$ cat src/rtl/dpram_port_arbiter.sv
// dpram_port_arbiter
//
// Shares data port B of the dual-port program/data RAM between two masters:
// master 0 (core data interface) and master 1 (loader / debug). One
// single-cycle RAM access is issued per clock. A master may lock the port
// for read-modify-write sequences, and a watchdog breaks locks that are held
// for LOCK_MAX consecutive cycles.
//
// Build option:
//   ARB_ROUND_ROBIN_EN  defined   -> idle ties go to the master that was not
//                                    granted most recently.
//                       undefined -> fixed priority, master 0 wins ties.
//
// Ports:
//   clk_i, rst_i                  clock, synchronous active-high reset
//   mN_req_i/we_i/lock_i          request, write enable, hold-ownership flag
//   mN_addr_i/wdata_i             access address and write data
//   mN_gnt_o                      access accepted this cycle (combinational)
//   mN_rvalid_o/rdata_o           read return, one cycle after the grant
//   lock_err_o                    one-cycle pulse when the watchdog fires
//   mem_we_o/addr_o/data_o        to RAM we_b/addr_b/data_b
//   mem_data_i                    from RAM q_b (registered inside the RAM)
module dpram_port_arbiter #(
    parameter int WIDTH      = 32,
    parameter int ADDR_WIDTH = 32,
    parameter int LOCK_MAX   = 16
) (
    input  logic                  clk_i,
    input  logic                  rst_i,
    input  logic                  m0_req_i,
    input  logic                  m0_we_i,
    input  logic                  m0_lock_i,
    input  logic [ADDR_WIDTH-1:0] m0_addr_i,
    input  logic [WIDTH-1:0]      m0_wdata_i,
    input  logic                  m1_req_i,
    input  logic                  m1_we_i,
    input  logic                  m1_lock_i,
    input  logic [ADDR_WIDTH-1:0] m1_addr_i,
    input  logic [WIDTH-1:0]      m1_wdata_i,
    output logic                  m0_gnt_o,
    output logic                  m1_gnt_o,
    output logic                  m0_rvalid_o,
    output logic                  m1_rvalid_o,
    output logic [WIDTH-1:0]      m0_rdata_o,
    output logic [WIDTH-1:0]      m1_rdata_o,
    output logic                  lock_err_o,
    output logic                  mem_we_o,
    output logic [ADDR_WIDTH-1:0] mem_addr_o,
    output logic [WIDTH-1:0]      mem_data_o,
    input  logic [WIDTH-1:0]      mem_data_i
);

    localparam int              CNT_W    = $clog2(LOCK_MAX);
    localparam logic [CNT_W-1:0] CNT_LAST = CNT_W'(LOCK_MAX - 1);

    typedef enum logic [1:0] {
        IDLE  = 2'd0,
        LOCK0 = 2'd1,
        LOCK1 = 2'd2
    } state_t;

    state_t           r_state;
    logic [CNT_W-1:0] r_cnt;       // completed cycles in the current lock
    logic             r_rvalid0;
    logic             r_rvalid1;
    logic             r_lock_err;
`ifdef ARB_ROUND_ROBIN_EN
    logic             r_last;      // 1 = master 1 was granted most recently
`endif

    logic w_gnt0;
    logic w_gnt1;

    // Grant decision: purely combinational so an accepted access reaches
    // the RAM in the same cycle it is requested.
    always_comb begin
        w_gnt0 = 1'b0;
        w_gnt1 = 1'b0;
        if (!rst_i) begin
            case (r_state)
                IDLE: begin
                    if (m0_req_i && m1_req_i) begin
`ifdef ARB_ROUND_ROBIN_EN
                        w_gnt0 = r_last;
                        w_gnt1 = ~r_last;
`else
                        w_gnt0 = 1'b1;
`endif
                    end else begin
                        w_gnt0 = m0_req_i;
                        w_gnt1 = m1_req_i;
                    end
                end
                LOCK0:   w_gnt0 = m0_req_i;
                LOCK1:   w_gnt1 = m1_req_i;
                default: ;
            endcase
        end
    end

    // RAM port mux; an idle port drives zeros so nothing spurious is written.
    always_comb begin
        mem_we_o   = 1'b0;
        mem_addr_o = '0;
        mem_data_o = '0;
        if (w_gnt0) begin
            mem_we_o   = m0_we_i;
            mem_addr_o = m0_addr_i;
            mem_data_o = m0_wdata_i;
        end else if (w_gnt1) begin
            mem_we_o   = m1_we_i;
            mem_addr_o = m1_addr_i;
            mem_data_o = m1_wdata_i;
        end
    end

    always_ff @(posedge clk_i) begin
        if (rst_i) begin
            r_state    <= IDLE;
            r_cnt      <= '0;
            r_rvalid0  <= 1'b0;
            r_rvalid1  <= 1'b0;
            r_lock_err <= 1'b0;
`ifdef ARB_ROUND_ROBIN_EN
            r_last     <= 1'b1;
`endif
        end else begin
            r_rvalid0  <= w_gnt0 & ~m0_we_i;
            r_rvalid1  <= w_gnt1 & ~m1_we_i;
            r_lock_err <= 1'b0;
`ifdef ARB_ROUND_ROBIN_EN
            if (w_gnt0) begin
                r_last <= 1'b0;
            end else if (w_gnt1) begin
                r_last <= 1'b1;
            end
`endif
            case (r_state)
                IDLE: begin
                    r_cnt <= '0;
                    if (w_gnt0 && m0_lock_i) begin
                        r_state <= LOCK0;
                    end else if (w_gnt1 && m1_lock_i) begin
                        r_state <= LOCK1;
                    end
                end
                LOCK0: begin
                    // Watchdog wins over everything; the access granted in
                    // this final locked cycle still completes normally.
                    if (r_cnt == CNT_LAST) begin
                        r_state    <= IDLE;
                        r_cnt      <= '0;
                        r_lock_err <= 1'b1;
`ifdef ARB_ROUND_ROBIN_EN
                        r_last     <= 1'b0;
`endif
                    end else if (!m0_req_i || !m0_lock_i) begin
                        r_state <= IDLE;
                        r_cnt   <= '0;
                    end else begin
                        r_cnt <= r_cnt + 1'b1;
                    end
                end
                LOCK1: begin
                    if (r_cnt == CNT_LAST) begin
                        r_state    <= IDLE;
                        r_cnt      <= '0;
                        r_lock_err <= 1'b1;
`ifdef ARB_ROUND_ROBIN_EN
                        r_last     <= 1'b1;
`endif
                    end else if (!m1_req_i || !m1_lock_i) begin
                        r_state <= IDLE;
                        r_cnt   <= '0;
                    end else begin
                        r_cnt <= r_cnt + 1'b1;
                    end
                end
                default: begin
                    r_state <= IDLE;
                    r_cnt   <= '0;
                end
            endcase
        end
    end

    // Registered flags are masked while reset is held so a read returning in
    // the reset cycle is dropped and every output shows its reset value.
    assign m0_gnt_o    = w_gnt0;
    assign m1_gnt_o    = w_gnt1;
    assign m0_rvalid_o = r_rvalid0 & ~rst_i;
    assign m1_rvalid_o = r_rvalid1 & ~rst_i;
    assign m0_rdata_o  = m0_rvalid_o ? mem_data_i : '0;
    assign m1_rdata_o  = m1_rvalid_o ? mem_data_i : '0;
    assign lock_err_o  = r_lock_err & ~rst_i;

endmodule

$ cat config.mk
export PLATFORM = sky130hd
export DESIGN_NAME = dpram_port_arbiter
export DESIGN_NICKNAME = d
export VERILOG_FILES = /design/src/rtl/dpram_port_arbiter.sv
export SDC_FILE = /design/constraint.sdc
export NUM_CORES = 1
export LEC_CHECK = 0
export ABC_AREA = 1
export BUFFER_PORTS_ARGS = -buffer_cell sky130_fd_sc_hd__buf_2
export CORE_AREA = 8 8 112 114
export CTS_CLUSTER_DIAMETER = 200
export CTS_CLUSTER_SIZE = 24
export DETAILED_ROUTE_END_ITERATION = 7
export DIE_AREA = 0 0 120 122
export RECOVER_POWER = 100
export SYNTH_ARGS = -nofsm -noshare
export SYNTH_HDL_FRONTEND = slang
export SYNTH_SLANG_ARGS = --single-unit
$ cat constraint.sdc
create_clock -name clk_i -period 4.53 [get_ports clk_i]
set_clock_uncertainty 0.2 [all_clocks]
set_input_delay 0.906 -clock clk_i [delete_from_list [all_inputs] [get_ports clk_i]]
set_output_delay 0.906 -clock clk_i [all_outputs]
set_load 0.05 [all_outputs]
Word-level counts from Yosys, hierarchy flattened
Cells that the tools add are included.
{ "word_totals": {"elab_cells": 61, "reg_bits": 9} }
{ "classes": {"mux": 27, "add_sub_neg": 1, "n_bitwise": 9, "reduce_logical": 13, "eq_ne": 6} }
{ "op_table": {"columns": ["operator", "n"], "rows": [
  ["$mux 32", 6],
  ["$mux 4", 4],
  ["$mux 2", 6],
  ["$ne 3x3->1 const B", 3],
  ["$pmux 4 s2", 1],
  ["$mux 1", 7],
  ["$pmux 2 s3", 1],
  ["$and 1x1->1", 5],
  ["$add 4x1->4 const B", 1],
  ["$eq 4x4->1 const B", 1],
  ["$logic_not 1->1", 4],
  ["$not 1->1", 4],
  ["$pmux 1 s2", 2],
  ["$reduce_or 2->1", 2],
  ["$logic_and 1x1->1", 3],
  ["$reduce_and 3->1", 1],
  ["$eq 2x1->1 const B", 1],
  ["$eq 2x2->1 const B", 1],
  ["$logic_not 2->1", 1],
  ["$logic_or 1x1->1", 2]
]} }

Depth between registers and ports, before layout
Gate-level depths: netlist (run 1).
{ "logic_depth": {"depth_word": 8, "ltp_mapped": 10, "mapped_depth_nobuf": 10} }

Worst setup path after synthesis (run 1)
No wires, ideal clock.
{ "synth_path": {"path_type": "in2out", "start": "input m0_req_i", "end": "output mem_we_o", "t_arrival_ns": 2.278, "setup_slack_ns": 1.146, "stages": 6, "path_cell_list": "inv_1 nor2_1 nand2_1 buf_4 buf_2 a21oi_1"} }
{ "synth_via": {"elab_chain_len": 6} }
{ "synth_lines": {"columns": ["item", "line", "source"], "rows": [
  ["start: declaration", "30", "input logic m0_req_i,"],
  ["$logic_and 1x1->1", "82", "if (m0_req_i && m1_req_i) begin"],
  ["$mux 1", "82", null],
  ["$pmux 1 s2", "80", "case (r_state)"],
  ["$mux 1", "79", "if (!rst_i) begin"],
  ["$mux 1", "110", "end else if (w_gnt1) begin"],
  ["$mux 1 *", "106", "if (w_gnt0) begin"],
  ["end: declaration", "47", "output logic mem_we_o,"]
]} }
Every way passes the cells marked *; elsewhere a longest branch is shown, timed or not.

Final worst setup path (run 1)
{ "layout_path": {"start": "input rst_i", "end": "output mem_data_o[15]"} }
{ "layout_via": {"elab_chain_len": 3} }
{ "layout_lines": {"columns": ["item", "line", "source"], "rows": [
  ["start: declaration", "29", "input logic rst_i,"],
  ["$mux 1", "79", null],
  ["$mux 32", "110", null],
  ["$mux 32 *", "106", null],
  ["end: declaration", "49", "output logic [WIDTH-1:0] mem_data_o,"]
]} }
Marked as above.

==> flow_summary.json, run 1 <==
{
  "status": "finished clean",
  "antenna_left": 0,
  "drc_errors": 0,
  "r2r-end": "r_state[0]$_SDFFE_PP0P_",
  "numPortBuffers": 301,
  "min_to": "r_cnt[0]$_SDFF_PP0_",
  "wl_per_cell_um": 13.8,
  "syn-num-nets": 555,
  "cts.path.max_buffers": 2,
  "synthTopCellsByArea": "nand2_1 30%, nand3_1 20%, nor2_1 15%",
  "design_area_sq_um": 3310,
  "p_leak_nw": 2.18,
  "dieArea_sq_um": 14600,
  "cts_made_buffers": 3,
  "via_per_inst": 4.11,
  "switchingPower_mw": 0.885,
  "wl_um": 11100,
  "vias": 3318,
  "timing.final.ws_setup_ns": 0.573,
  "post-place-ws_ns": 0.800,
  "cp-end-kind": "output pin",
  "synthTopCellsByCount": "142 x nand2_1, 74 x nor2_1, 72 x nand3_1",
  "cp_common_cell": "nand2_1",
  "drt_iter0_markers": 201,
  "min_path_cells": 1,
  "nets": 841,
  "critical_path_peak_fanout": 25,
  "max_freq_ghz": 0.253,
  "ys.flop_type": "dfxtp_1",
  "synth_edf_count": 0,
  "r2r_cells": 7,
  "post-place-cells": 803,
  "syn_area_sq_um": 1800,
  "p_int_mw": 0.377,
  "start_kind": "input pin",
  "post-route-period-util_pct": 87.4,
  "reg2reg_slack_ns": 2.47,
  "final_hold_viol_count": 0,
  "rsz0062_at_grt": "no",
  "path_clk_slew_ns": 0.04,
  "power_density_nw_per_um2": 381,
  "seq_power_share_pct": 7.2,
  "synthArstFlopShare_pct": 0,
  "hpwl_um": 9350,
  "final_layout_size_suffix_gt1_share_pct": 34.3,
  "fin_tns_setup_ns": 0,
  "whs_ns": 0.245,
  "crit-reg2reg-launch": "r_state[0]$_SDFFE_PP0P_",
  "synth_top_area_cell": "nand2_1",
  "hp-class": "reg2reg",
  "seq_area_frac_synth_pct": 10.0,
  "synthCells": 382,
  "maxCapViolCount": 0,
  "grt_pass1_vias": 2958,
  "yosys_register_bits": 9,
  "path_cells": "clkbuf_1, inv_1, nand2_1, a21oi_4, clkbuf_2, nand3_1, nand2_1, buf_2",
  "cp_slowest_cell": "clkbuf_2",
  "netlist-cell-type-count": 16,
  "grt_max_degree": 67,
  "multi_input_area_sq_um": 1300,
  "drv_slew": 0,
  "start_util_pct": 16.8,
  "fillCellCount": 1316,
  "irDropWorstVdd_mv": 0.165,
  "holdBufCountCts": 0,
  "tightest_slew_ns": 1.47,
  "antenna_found_initial": 0,
  "max_stage_delay_ns": 0.52,
  "die_h_um": 122,
  "diodes": 0,
  "core_sq_um": 10700,
  "max_slew_margin_pct": 2.07,
  "gr-total-overflow": 0,
  "switching_share_pct": 70.1,
  "clockPowerShare_pct": 7.1,
  "die_x_um": 120,
  "crit_arrival_ns": 2.85,
  "ys_warn_count": 0,
  "seq_area_sq_um": 180,
  "post_dp_cell_area_sq_um": 3380,
  "yosysMostFrequentCell": "nand2_1",
  "drtPass1Iterations": 4,
  "cts_resized": 0,
  "io_pins": 302,
  "grt_pass1_wl_um": 15700,
  "row_count": 38,
  "avgSynthCellArea_sq_um": 4.71,
  "place_congestion": 0.869,
  "fin_crit_ns": 3.96,
  "yosysTopAreaCellShare_pct": 29.6,
  "cts_root_buf": "clkbuf_8",
  "cts_tree": "done",
  "h-tree-depth": 1,
  "cts.sinks": 9,
  "path_class": "in2out",
  "synthToLayoutAreaGrowth_pct": 83.8,
  "clkLatencyLatePin_ns": 0.22,
  "cts_setup_buffers": 0,
  "setup_viol": 0,
  "worstPathRequired_ns": 3.42,
  "final_cells": 807,
  "pwr-share-comb_pct": 85.7,
  "worstHoldStart": "r_cnt[0]$_SDFF_PP0_",
  "grt_usage_pct": 12.9
}
-- state kept, by name, summed over array words and instances (netlist names) --
register	count
r_state	2
r_cnt	4
r_lock_err	1
r_rvalid0	1
r_rvalid1	1
-- layout make-up --
cell class / instances / area share, %
Clock buffer: 4 / 1.36
Timing Repair Buffer: 308 / 43.6
Multi-Input combinational cell: 301 / 39.2
Tap cell: 140 / 5.29
Sequential cell: 9 / 5.44
Inverter: 45 / 5.10
-- power by group through the flow --
stage / clock, mW / combinational, mW / sequential (mW)
2_1_floorplan: 0 / 0.837 / 0.0909
3_3_place_gp: 0 / 1.11 / 0.0927
3_5_place_dp: 0 / 1.11 / 0.0927
4_1_cts: 0.0934 / 1.11 / 0.0913
5_1_grt: 0.0980 / 1.16 / 0.0913
6_report: 0.0894 / 1.08 / 0.0912
-- routing by layer --
layer,vias to the layer above,wire [um],share of wire [%],GRT usage (%)
li1,1728,-,-,-
met4,0,40,0.36,1.72
met1,1414,4210,38,14.3
met3,2,1120,10,3.66
met5,-,0,0,0
met2,174,5730,52,24.4
-- how the worst max path moves through the flow --
stage | start | to | slack (ns) | cells past startpoint
floorplan | m0_req_i | mem_we_o | 1.15 | 6
global placement | rst_i | mem_addr_o[12] | 0.85 | 8
detailed placement | rst_i | mem_addr_o[12] | 0.80 | 8
CTS | rst_i | mem_addr_o[12] | 0.80 | 8
global route | rst_i | mem_data_o[15] | 0.39 | 8
finish | rst_i | mem_data_o[15] | 0.57 | 8
-- cells in the final DEF, fill, tap and decap left out --
cell type	n
nand2_1	141
buf_4	3
a21oi_1	4
dfxtp_1	9
clkbuf_2	2
ha_1	5
nand2_2	1
clkbuf_8	3
o211a_1	1
nor2_1	74
xor2_1	1
clkbuf_1	86
nand3_1	72
inv_1	44
inv_2	1
nand4_1	1
buf_2	218
a21oi_4	1
-- kinds of logic (layout without fill, tap and decap cells) --
logic type               Yosys count  count (layout)  synth area share [%]
AND/OR/NAND/NOR                  289             289                  65.4
buffers and inverters             72             357                  18.5
flip-flops                         9               9                  10.0
AO/OA/AOI/OAI                      6               6                  2.15
adder cells (fa/ha/maj)            5               5                  3.47
XOR/XNOR                           1               1                 0.487
-- metrics by stage --
| step | util (%) | total power, mW |
|---|---|---|
| final | 30.9 | 1.26 |
| after global routing | 30.9 | 1.35 |
| after CTS | 32.0 | 1.29 |
| after detailed placement | 31.6 | 1.20 |
| after global placement | 31.6 | 1.20 |
| after floorplan | - | 0.928 |
-- worst max-delay path: cells and delay by family --
kind | cells | cell delay (ns)
buffers and inverters | 4 | 1.08
AO/OA/AOI/OAI | 1 | 0.47
AND/OR/NAND/NOR | 3 | 0.38
No activity file was read; power rests on OpenSTA's default activity.
==> inputs of run 2 (changes only) <==
- PLACE_DENSITY: not set -> 0.52
==> flow_summary.json, run 2 (synthesis gave the netlist of run 1 again) <==
{
  "io_pins": 302,
  "crit-reg2reg-launch": "r_state[0]$_SDFFE_PP0P_",
  "grt_max_degree": 69,
  "whs_ns": 0.254,
  "reg2reg_slack_ns": 2.30,
  "cts_setup_buffers": 0,
  "power.total_mw": 1.25,
  "crit_arrival_ns": 2.84,
  "drt_iter0_markers": 237,
  "critical_path_peak_fanout": 41,
  "reg.largest.list": "r_cnt x4, r_state x2",
  "power_density_nw_per_um2": 385,
  "post-route-period-util_pct": 87.2,
  "drv_slew": 0,
  "final_layout_size_suffix_gt1_share_pct": 26.8,
  "cts_made_buffers": 3,
  "max_slew_margin_pct": 29.0,
  "p_leak_nw": 1.98,
  "vias": 3376,
  "drc_errors": 0,
  "core_sq_um": 10700,
  "cts.path.max_buffers": 2,
  "clkLatencyLatePin_ns": 0.23,
  "fin_crit_ns": 3.95,
  "path_class": "in2out",
  "min_path_cells": 1,
  "drtPass1Iterations": 7,
  "numPortBuffers": 301,
  "maxCapViolCount": 0,
  "rsz0062_at_grt": "no",
  "worstPathRequired_ns": 3.42,
  "hpwl_um": 9500,
  "max_freq_ghz": 0.253,
  "dieArea_sq_um": 14600,
  "cp-end-kind": "output pin",
  "cts.sinks": 9,
  "fin_tns_setup_ns": 0,
  "row_count": 38,
  "post_dp_cell_area_sq_um": 3360,
  "start_kind": "input pin",
  "layout_common_cells": "169 x buf_2, 141 x nand2_1, 132 x clkbuf_1",
  "cts_root_buf": "clkbuf_8",
  "wl_per_cell_um": 14.0,
  "largest_reg_flops": 4,
  "diodes": 0,
  "antenna_found_initial": 0,
  "worstHoldStart": "r_cnt[0]$_SDFF_PP0_",
  "status": "finished clean",
  "grt_usage_pct": 13.5,
  "die_h_um": 122,
  "antenna_left": 0,
  "setup_viol": 0,
  "post-place-cells": 799,
  "min_to": "r_cnt[0]$_SDFF_PP0_",
  "wl_um": 11300,
  "irDropWorstVdd_mv": 0.188,
  "top_register": "r_cnt",
  "gr-total-overflow": 0,
  "h-tree-depth": 1,
  "start_util_pct": 16.8,
  "via_per_inst": 4.20,
  "cts_tree": "done",
  "nets": 837,
  "final_cells": 803,
  "final_hold_viol_count": 0,
  "hp-class": "reg2reg",
  "final_common_cell": "buf_2",
  "final_core_utilization_pct": 30.3,
  "r2r-end": "r_state[0]$_SDFFE_PP0P_",
  "place_congestion": 0.893,
  "holdBufCountCts": 0,
  "grt_pass1_vias": 3173,
  "cts_resized": 0,
  "path_clk_slew_ns": 0.05,
  "timing.final.ws_setup_ns": 0.581,
  "r2r_cells": 8,
  "design_area_sq_um": 3240,
  "post-place-ws_ns": 0.986,
  "die_x_um": 120,
  "synthToLayoutAreaGrowth_pct": 80.2,
  "tightest_slew_ns": 1.06,
  "grt_pass1_wl_um": 16500
}
run 2: cell count changes in the layout (fill, tap and decap cells not counted), sizes merged:
cell    previous run  this run
buf              221       172
clkbuf            91       135
clkinv             0         1
run 2: critical path: stages:
cell and delay [ns]:
buf_2 0.09, inv_1 0.04, nor2_1 0.14, nand2_2 0.07, inv_1 0.62, buf_12 0.29
nand2_1 0.12, nand2_1 0.08, clkbuf_1 0.48
run 2: how the worst max path moves through the flow:
stage / from / to / cells after the start
CTS: rst_i / mem_we_o / 8
floorplan: m0_req_i / mem_we_o / 6
finish: m0_req_i / mem_addr_o[31] / 9
global route: rst_i / mem_addr_o[30] / 8
detailed placement: rst_i / mem_data_o[16] / 8
global placement: rst_i / mem_we_o / 8
run 2: report_power, final:
part	switching (mW)	total (mW)	internal (mW)
clock network	0.0333	0.0934	0.0601
logic	0.857	1.07	0.209
registers	0.00334	0.0902	0.0869
total	0.894	1.25	0.356
run 2: area by class of cell:
type                       count  area, sq um
clock buffer                   3         41.3
clock inverter                 1         5.00
fill                        1314         7450
inverter                      45          169
multi-input combinational    301         1300
sequential                     9          180
tap                          140          175
timing repair buffer         304         1380
run 2: routing by layer:
metal,wire (um),share of wire (%),up-vias,track usage [%]
li1,-,-,1720,-
met1,4110,36,1451,14.1
met2,6060,54,203,27.0
met3,1060,9.4,2,3.52
met4,47,0.42,0,1.87
met5,0,0,-,0
